[config.mk]
export PLATFORM = sky130hd
export DESIGN_NAME = alu_cmd_sequencer
export DESIGN_NICKNAME = d
export VERILOG_FILES = /design/src/rtl/alu_pkg.sv /design/src/rtl/cmd_fifo.sv /design/src/rtl/alu_cmd_sequencer.sv
export SDC_FILE = /design/constraint.sdc
export NUM_CORES = 1
export LEC_CHECK = 0
export CAP_MARGIN = 10
export CORE_ASPECT_RATIO = 0.6
export CORE_MARGIN = 5
export CORE_UTILIZATION = 48
export DETAILED_ROUTE_END_ITERATION = 10
export PLACE_DENSITY = 0.86
export SYNTH_ARGS = -nofsm -noshare
export SYNTH_HDL_FRONTEND = slang
export SYNTH_HIERARCHICAL = 1
export SYNTH_SLANG_ARGS = --single-unit
[constraint.sdc]
create_clock -name clk -period 2.6 [get_ports clk]
set_input_delay 0.52 -clock clk [delete_from_list [all_inputs] [get_ports clk]]
set_output_delay 0.52 -clock clk [all_outputs]
set_load 0.1 [all_outputs]
[src/rtl/alu_pkg.sv]
// Shared types for the ALU command front-end: opcodes, sequencer states
// and the command word buffered between the source and the ALU.
package alu_pkg;

    localparam logic [2:0] OP_NOP = 3'd0;
    localparam logic [2:0] OP_ADD = 3'd1;
    localparam logic [2:0] OP_AND = 3'd2;
    localparam logic [2:0] OP_XOR = 3'd3;
    localparam logic [2:0] OP_MUL = 3'd4;

    typedef enum logic [1:0] {
        S_IDLE,
        S_ISSUE,
        S_RESP
    } seq_state_t;

    typedef struct packed {
        logic [7:0] a;
        logic [7:0] b;
        logic [2:0] op;
    } alu_cmd_t;

endpackage

[src/rtl/cmd_fifo.sv]
// Synchronous FIFO with head-of-queue read data; pointers carry one extra
// wrap bit so that full and empty are distinguishable.
module cmd_fifo #(
    parameter int WIDTH = 19,
    parameter int DEPTH = 4
) (
    input  logic             clk,
    input  logic             reset_n,
    input  logic             push,
    input  logic [WIDTH-1:0] wdata,
    input  logic             pop,
    output logic [WIDTH-1:0] rdata,
    output logic             full,
    output logic             empty
);

    localparam int AW = $clog2(DEPTH);

    logic [WIDTH-1:0] mem [DEPTH];
    logic [AW:0]      wr_ptr;
    logic [AW:0]      rd_ptr;
    logic             do_push;
    logic             do_pop;

    assign empty   = (wr_ptr == rd_ptr);
    assign full    = (wr_ptr[AW] != rd_ptr[AW]) && (wr_ptr[AW-1:0] == rd_ptr[AW-1:0]);
    assign do_pop  = pop && !empty;
    // A pop in the same cycle frees the slot, so a push into a full FIFO is legal then.
    assign do_push = push && (!full || do_pop);
    assign rdata   = mem[rd_ptr[AW-1:0]];

    always_ff @(posedge clk or negedge reset_n) begin
        if (!reset_n) begin
            wr_ptr <= '0;
            rd_ptr <= '0;
        end else begin
            if (do_push) wr_ptr <= wr_ptr + (AW+1)'(1);
            if (do_pop)  rd_ptr <= rd_ptr + (AW+1)'(1);
        end
    end

    always_ff @(posedge clk) begin
        if (do_push) mem[wr_ptr[AW-1:0]] <= wdata;
    end

endmodule

[src/rtl/alu_cmd_sequencer.sv]
// Command front-end for the tiny ALU: queues commands, issues them one at a
// time with a held start, qualifies done by minimum latency, returns results.
module alu_cmd_sequencer
    import alu_pkg::*;
#(
    parameter int FIFO_DEPTH  = 4,
    parameter int TIMEOUT     = 15,
    parameter int MIN_LAT_ALU = 1,
    parameter int MIN_LAT_MUL = 3
) (
    input  logic        clk,
    input  logic        reset_n,
    input  logic        cmd_valid,
    output logic        cmd_ready,
    input  logic [7:0]  cmd_a,
    input  logic [7:0]  cmd_b,
    input  logic [2:0]  cmd_op,
    output logic [7:0]  alu_a,
    output logic [7:0]  alu_b,
    output logic [2:0]  alu_op,
    output logic        alu_start,
    input  logic        alu_done,
    input  logic [15:0] alu_result,
    output logic        rsp_valid,
    input  logic        rsp_ready,
    output logic [15:0] rsp_result,
    output logic [2:0]  rsp_op,
    output logic        rsp_err,
    output logic        busy
);

    localparam int CNT_W = $clog2(TIMEOUT + 1);
    localparam int CMD_W = $bits(alu_cmd_t);
    localparam logic [CNT_W-1:0] TIMEOUT_CNT = CNT_W'(TIMEOUT);
    localparam logic [CNT_W-1:0] MIN_ALU_CNT = CNT_W'(MIN_LAT_ALU);
    localparam logic [CNT_W-1:0] MIN_MUL_CNT = CNT_W'(MIN_LAT_MUL);

    alu_cmd_t          push_cmd;
    alu_cmd_t          head;
    logic              fifo_full;
    logic              fifo_empty;
    logic              pop;
    seq_state_t        state, state_nxt;
    logic [CNT_W-1:0]  wait_cnt, wait_cnt_nxt;
    logic [CNT_W-1:0]  min_lat;
    logic              done_ok;
    logic [7:0]        alu_a_nxt, alu_b_nxt;
    logic [2:0]        alu_op_nxt, rsp_op_nxt;
    logic              alu_start_nxt, rsp_valid_nxt, rsp_err_nxt;
    logic [15:0]       rsp_result_nxt;

    assign push_cmd  = '{a: cmd_a, b: cmd_b, op: cmd_op};
    assign cmd_ready = !fifo_full;
    assign busy      = !fifo_empty || (state != S_IDLE);

    cmd_fifo #(
        .WIDTH (CMD_W),
        .DEPTH (FIFO_DEPTH)
    ) u_fifo (
        .clk     (clk),
        .reset_n (reset_n),
        .push    (cmd_valid && cmd_ready),
        .wdata   (push_cmd),
        .pop     (pop),
        .rdata   (head),
        .full    (fifo_full),
        .empty   (fifo_empty)
    );

    // A done seen before the minimum latency is a leftover from the previous op.
    assign min_lat = (alu_op == OP_MUL) ? MIN_MUL_CNT : MIN_ALU_CNT;
    assign done_ok = alu_done && (wait_cnt >= min_lat);

    always_ff @(posedge clk or negedge reset_n) begin
        if (!reset_n) begin
            state      <= S_IDLE;
            wait_cnt   <= '0;
            alu_a      <= '0;
            alu_b      <= '0;
            alu_op     <= '0;
            alu_start  <= 1'b0;
            rsp_valid  <= 1'b0;
            rsp_result <= '0;
            rsp_op     <= '0;
            rsp_err    <= 1'b0;
        end else begin
            state      <= state_nxt;
            wait_cnt   <= wait_cnt_nxt;
            alu_a      <= alu_a_nxt;
            alu_b      <= alu_b_nxt;
            alu_op     <= alu_op_nxt;
            alu_start  <= alu_start_nxt;
            rsp_valid  <= rsp_valid_nxt;
            rsp_result <= rsp_result_nxt;
            rsp_op     <= rsp_op_nxt;
            rsp_err    <= rsp_err_nxt;
        end
    end

    always_comb begin
        state_nxt      = state;
        wait_cnt_nxt   = wait_cnt;
        alu_a_nxt      = alu_a;
        alu_b_nxt      = alu_b;
        alu_op_nxt     = alu_op;
        alu_start_nxt  = alu_start;
        rsp_valid_nxt  = rsp_valid;
        rsp_result_nxt = rsp_result;
        rsp_op_nxt     = rsp_op;
        rsp_err_nxt    = rsp_err;
        pop            = 1'b0;

        unique case (state)
            S_IDLE: begin
                if (!fifo_empty) begin
                    pop        = 1'b1;
                    rsp_op_nxt = head.op;
                    case (head.op)
                        OP_ADD, OP_AND, OP_XOR, OP_MUL: begin
                            alu_a_nxt     = head.a;
                            alu_b_nxt     = head.b;
                            alu_op_nxt    = head.op;
                            alu_start_nxt = 1'b1;
                            wait_cnt_nxt  = '0;
                            state_nxt     = S_ISSUE;
                        end
                        OP_NOP: begin
                            rsp_result_nxt = '0;
                            rsp_err_nxt    = 1'b0;
                            state_nxt      = S_RESP;
                        end
                        default: begin
                            rsp_result_nxt = '0;
                            rsp_err_nxt    = 1'b1;
                            state_nxt      = S_RESP;
                        end
                    endcase
                end
            end
            S_ISSUE: begin
                wait_cnt_nxt = wait_cnt + CNT_W'(1);
                if (done_ok) begin
                    rsp_result_nxt = (alu_op == OP_MUL) ? alu_result : {8'h00, alu_result[7:0]};
                    rsp_err_nxt    = 1'b0;
                    alu_start_nxt  = 1'b0;
                    rsp_valid_nxt  = 1'b1;
                    state_nxt      = S_RESP;
                end else if (wait_cnt == TIMEOUT_CNT) begin
                    rsp_result_nxt = '0;
                    rsp_err_nxt    = 1'b1;
                    alu_start_nxt  = 1'b0;
                    rsp_valid_nxt  = 1'b1;
                    state_nxt      = S_RESP;
                end
            end
            S_RESP: begin
                // Locally handled ops enter here with valid still low and present one cycle later.
                if (!rsp_valid) begin
                    rsp_valid_nxt = 1'b1;
                end else if (rsp_ready) begin
                    rsp_valid_nxt = 1'b0;
                    state_nxt     = S_IDLE;
                end
            end
            default: state_nxt = S_IDLE;
        endcase
    end

endmodule

After elaboration in Yosys (flattened, before gate mapping)
Memory sizes are Yosys's and may differ from the RTL's. Index checks and enable logic that the tools add are counted.

$add $sub $neg: 3. Order comparisons: 1. Equality and inequality tests: 17. Mux-type cells: 35. Bitwise logic cells: 1. Reductions and logical operators: 22.

Operators by type and width (number): $mux 16 (5); $pmux 16 s2 (1); $mux 1 (14); $mux 2 (7); $reduce_and 4->1 (3); $mux 4 (2); $ne 2x2->1 const B (4); $pmux 1 s2 (4); $pmux 4 s2 (1); $add 3x1->3 const B (2); $eq 3x2->1 const B (2); $eq 3x3->1 const B (2); $pmux 2 s3 (1); $reduce_and 3->1 (2); $reduce_bool 2->1 (3); $logic_and 1x1->1 (5); $add 4x1->4 const B (1); $eq 4x4->1 const B (1); $ge 4x2->1 (1); $reduce_and 2->1 (2); $reduce_or 4->1 (1); $eq 3x1->1 const B (1); $eq 3x3->1 (1); $logic_not 3->1 (1); other kinds (10) (12).

Register bits: 53. Bits in writable memories: 76. Input port bits: 40. Output and inout port bits: 43. Memories kept: 1.

Memory list: u_fifo.mem (words 4, width 19, rd ports 1, clocked after Yosys merged registers in 0, wr ports 1, line cmd_fifo.sv:19) `logic [WIDTH-1:0] mem [DEPTH];`.

Depth between registers and ports, before layout
Word-level depth: 8. Depth in mapped cells: 9. Mapped depth without buffers: 7.

By module
Netlist, hierarchy kept.

By module, submodules not included: cmd_fifo (instances 1, cells each 146, area each 3180.6 µm²); alu_cmd_sequencer (instances 1, cells each 152, area each 1983.2 µm²).

Worst setup path before layout
No wires, ideal clock.

Kind: register to register. Start point: register u_fifo.rd_ptr[0]. End point: memory u_fifo.mem[1][0] (enable). Data arrival time: 2.437 ns. Required time: 2.223 ns. Slack: -0.215 ns. Stages on the path, launching flop included: 9. Buffers on the path: 3. Period minus slack after synthesis: 2.815 ns. Path through: dfrtp_1 -> buf_2 -> xor2_1 -> nor3_1 -> nor3_4 -> buf_2 -> clkbuf_1 -> or4_1 -> and3_1.

Longest elaborated chain between the ends: 8. Elaborated cells between the ends (all ways): 13. Those cells by class: eq/ne (2); mux (4); reduce/logical (7).

Ends and longest elaborated chain: start, declared (line cmd_fifo.sv:21) `logic [AW:0] rd_ptr;`; start signal, assigned (line cmd_fifo.sv:38) `if (do_pop) rd_ptr <= rd_ptr + (AW+1)'(1);`; $eq 3x3->1 (line cmd_fifo.sv:25) `assign empty = (wr_ptr == rd_ptr);`; net fifo_empty (line alu_cmd_sequencer.sv:41) `logic fifo_empty;`; $mux 1 (line alu_cmd_sequencer.sv:115) `if (!fifo_empty) begin`; $mux 1 (line alu_cmd_sequencer.sv:113) `unique case (state)`; net pop (line alu_cmd_sequencer.sv:42) `logic pop;`; $logic_and 1x1->1 (line cmd_fifo.sv:27) `assign do_pop = pop && !empty;`; $logic_or 1x1->1 (line cmd_fifo.sv:29) `assign do_push = push && (!full || do_pop);`; $logic_and 1x1->1 (line cmd_fifo.sv:29); $mux 1 (line cmd_fifo.sv:43) `if (do_push) mem[wr_ptr[AW-1:0]] <= wdata;`; $mux 1 (implied by the code) (line cmd_fifo.sv:43); end, declared (line cmd_fifo.sv:19).

The timed path passes the listed nets, and every way through them passes these cells.

Final worst setup path
Start point: register u_fifo.rd_ptr[2]. End point: output busy.

Longest elaborated chain between the ends: 3.

Ends and longest elaborated chain: $eq 3x3->1 (line cmd_fifo.sv:25); net fifo_empty (line alu_cmd_sequencer.sv:41); $logic_not 1->1 (line alu_cmd_sequencer.sv:54) `assign busy = !fifo_empty || (state != S_IDLE);`; $logic_or 1x1->1 (line alu_cmd_sequencer.sv:54); end, declared (line alu_cmd_sequencer.sv:29) `output logic busy`.

The timed path passes the listed nets, and every way through them passes these cells.

==> results.cfg <==
[timing]
holdWs_ns = 0.1792
finalHoldViolCount = 0
drv_slew = 0
period_share = 0.9651
period_needed_ns = 2.509
setup_viol = 0
worst_slew_pin_slew_ns = 0.7534
fin_skew_ns = 0.008529
slew_headroom = 0.4977
clock.fmax_mhz = 398.5

[critical_path]
start_kind = flip-flop
critPathSlowestCell = dfrtp_1
worst-path-stages = 5
critPathArrivalTime_ns = 1.99
rr_worst_depth = 7
crit_chain = xor2_1 -> nor3_2 -> inv_1 -> or3_4 -> buf_12
worstPathRequired_ns = 2.08
r2r_setup_slack_ns = 0.18
cp_max_fo = 4
cp-end-kind = output port
crit_type = reg -> out
max_stage_delay_ns = 0.44
path_buf_inv = 2
cpLargestDelayFamily = simple AND/OR/NAND/NOR gates
reg2reg_from = alu_op[1]
reg2reg_to = rsp_result[11]

[synthesis]
yosys_warnings = 6
ys_ff_latch = 129
yosys-top-cells-area = edfxtp_1 (44%), dfrtp_1 (26%), mux4_2 (8.3%)
netlist_area_um2 = 5164
synth_edf_count = 76
syn_nets = 345
yosysSeqAreaShare = 0.6988
avgSynthCellArea_um2 = 17.33
synth.top_cell.area_share = 0.4420
async_reset_ff_frac = 0.4109
synth_cells = 298
yosysTopAreaCell = edfxtp_1
ys.flop_type = edfxtp_1
ys_types = 45

[clock_tree]
clk_pin_slew_ns = 0.06
holdBufCountCts = 0
numCtsBuffers = 17
worst_skew_pair.late_latency_ns = 0.41
htreeDepth = 4
tritoncts = done
clock-sinks = 129
root_buffer = clkbuf_16
clk_path_buf_depth = 2
cts_setup_buffers = 0

[final_layout]
fin_util = 0.6363
layout_commonest_cell = edfxtp_1
stdcell_count = 548
final_layout_size_suffix_gt1_frac = 0.3545
n_antenna_cell = 0
nFillCells = 736
mostFrequentLayoutCells = edfxtp_1 (76), buf_4 (53), dfrtp_1 (48), clkdlybuf4s50_1 (38), mux2_2 (21)
area_delta_synth_final_pct = 29.66
nets = 443
final_area_um2 = 6695

[placement]
dp_hpwl_mm = 7.251
gp_congestion = 0.7873
dpl-instance-area_um2 = 6092
dpl.cell_count = 516
port_buffers = 82

[floorplan]
dieArea_um2 = 13000
rows = 29
start_util = 0.4907
die_x_um = 143.9
io_pins = 83
coreArea_um2 = 10520
die_h_um = 90.34

[route]
route.detailed.drc = 0
ant_nets = 0
drt_iter0_drc = 238
vias = 3025
first_pass_iters = 4
drt-total-wl_mm = 11.21
wire_per_inst_um = 20.45
via_per_inst = 5.520

[grt]
grt_pass1_wl_mm = 17.88
grtUsageTotal = 0.1836
grt_pass1_vias = 3218
antenna_found_initial = 1
grt_overflow = 0
grt_max_degree = 34

[min_path]
hp-class = in -> async

[run_status]
outcome = finished clean

[run]
drv_cap = 0
==> sequential cells by signal, indices dropped and copies added, names as in the netlist <==
register,cells
alu_a,8
alu_b,8
alu_op,3
alu_start,1
rsp_err,1
rsp_op,3
rsp_result,16
rsp_valid,1
state,2
u_fifo/mem,76
u_fifo/rd_ptr,3
u_fifo/wr_ptr,3
wait_cnt,4
==> worst reg2reg max path, delay by kind of cell (launching register included) <==
family                   cells  cell delay (ns)
AND/OR/NAND/NOR              3             0.45
AO/OA/AOI/OAI                3             1.14
adder cells (fa/ha/maj)      1             0.34
flip-flops                   1             0.42
==> layout make-up <==
cell class              instances  area, um2  area share
flip-flops and latches        129       3615      0.5399
multi-input cells             147       1470      0.2196
repair buffers                 94      823.3      0.1230
clock buffers                  17      425.4     0.06354
well taps                     139      173.9     0.02598
clock inverters                15      161.4     0.02411
inverters                       7      26.28    0.003925
==> metrics by stage <==
stage	setup WS [ns]	TNS (ns)
after CTS	0.03468	0
final	0.09067	0
after detailed placement	0.1503	0
after global placement	0.2171	0
after floorplan	0.006596	0
after global routing	-0.0007068	-0.0007068
==> cells in the mapped netlist, types with 2 or more instances <==
cell type / number
and2_1: 2
a22o_1: 17
o41ai_1: 2
nand2_1: 13
nor2_1: 6
or4_1: 2
buf_6: 2
inv_1: 7
buf_2: 7
nor3_1: 3
nor2b_1: 6
dfrtp_1: 53
a31oi_1: 2
mux4_2: 19
clkbuf_1: 5
o21ai_0: 7
and3_1: 3
ha_1: 7
mux2_2: 21
xnor2_1: 3
o31ai_1: 3
xor2_1: 3
edfxtp_1: 76
or3_1: 2
a21oi_1: 7
==> logic make-up after synthesis <==
group,count (synthesis),synth area share
AO/OA/AOI/OAI,49,0.07512
buffers and inverters,22,0.02060
AND/OR/NAND/NOR,45,0.04967
multiplexers,40,0.1287
XOR/XNOR,6,0.01018
adder cells (fa/ha/maj),7,0.01696
flip-flops,129,0.6988
==> what timing repair did <==
action,4_1_cts,5_1_grt
hold endpoints to repair,0,0
resized for setup,0,5
endpoints found under the setup margin,0,17
==> metal layers <==
metal / global-route usage / vias up / part of all wire
met5: 0 / - / 0.00062
met4: 0.05956 / 2 / 0.0064
met3: 0.06402 / 10 / 0.067
met2: 0.2693 / 108 / 0.50
met1: 0.2573 / 1551 / 0.43
li1: - / 1354 / -
==> worst max-delay path by stage <==
| stage | start | end | slack [ns] |
|---|---|---|---|
| after CTS | u_fifo/wr_ptr[2] | busy | 0.03 |
| final | u_fifo/rd_ptr[2] | busy | 0.09 |
| after global routing | u_fifo/rd_ptr[1] | busy | -0.0007 |
| after floorplan | u_fifo/rd_ptr[0] | u_fifo/mem[1][0] | 0.007 |
| after detailed placement | u_fifo/rd_ptr[0] | alu_a[0] | 0.15 |
| after global placement | u_fifo/rd_ptr[0] | alu_a[6] | 0.22 |
Power is left out: the tool's default activity adds up to more than one toggle a clock period on the data nets, which glitch-free logic cannot reach.
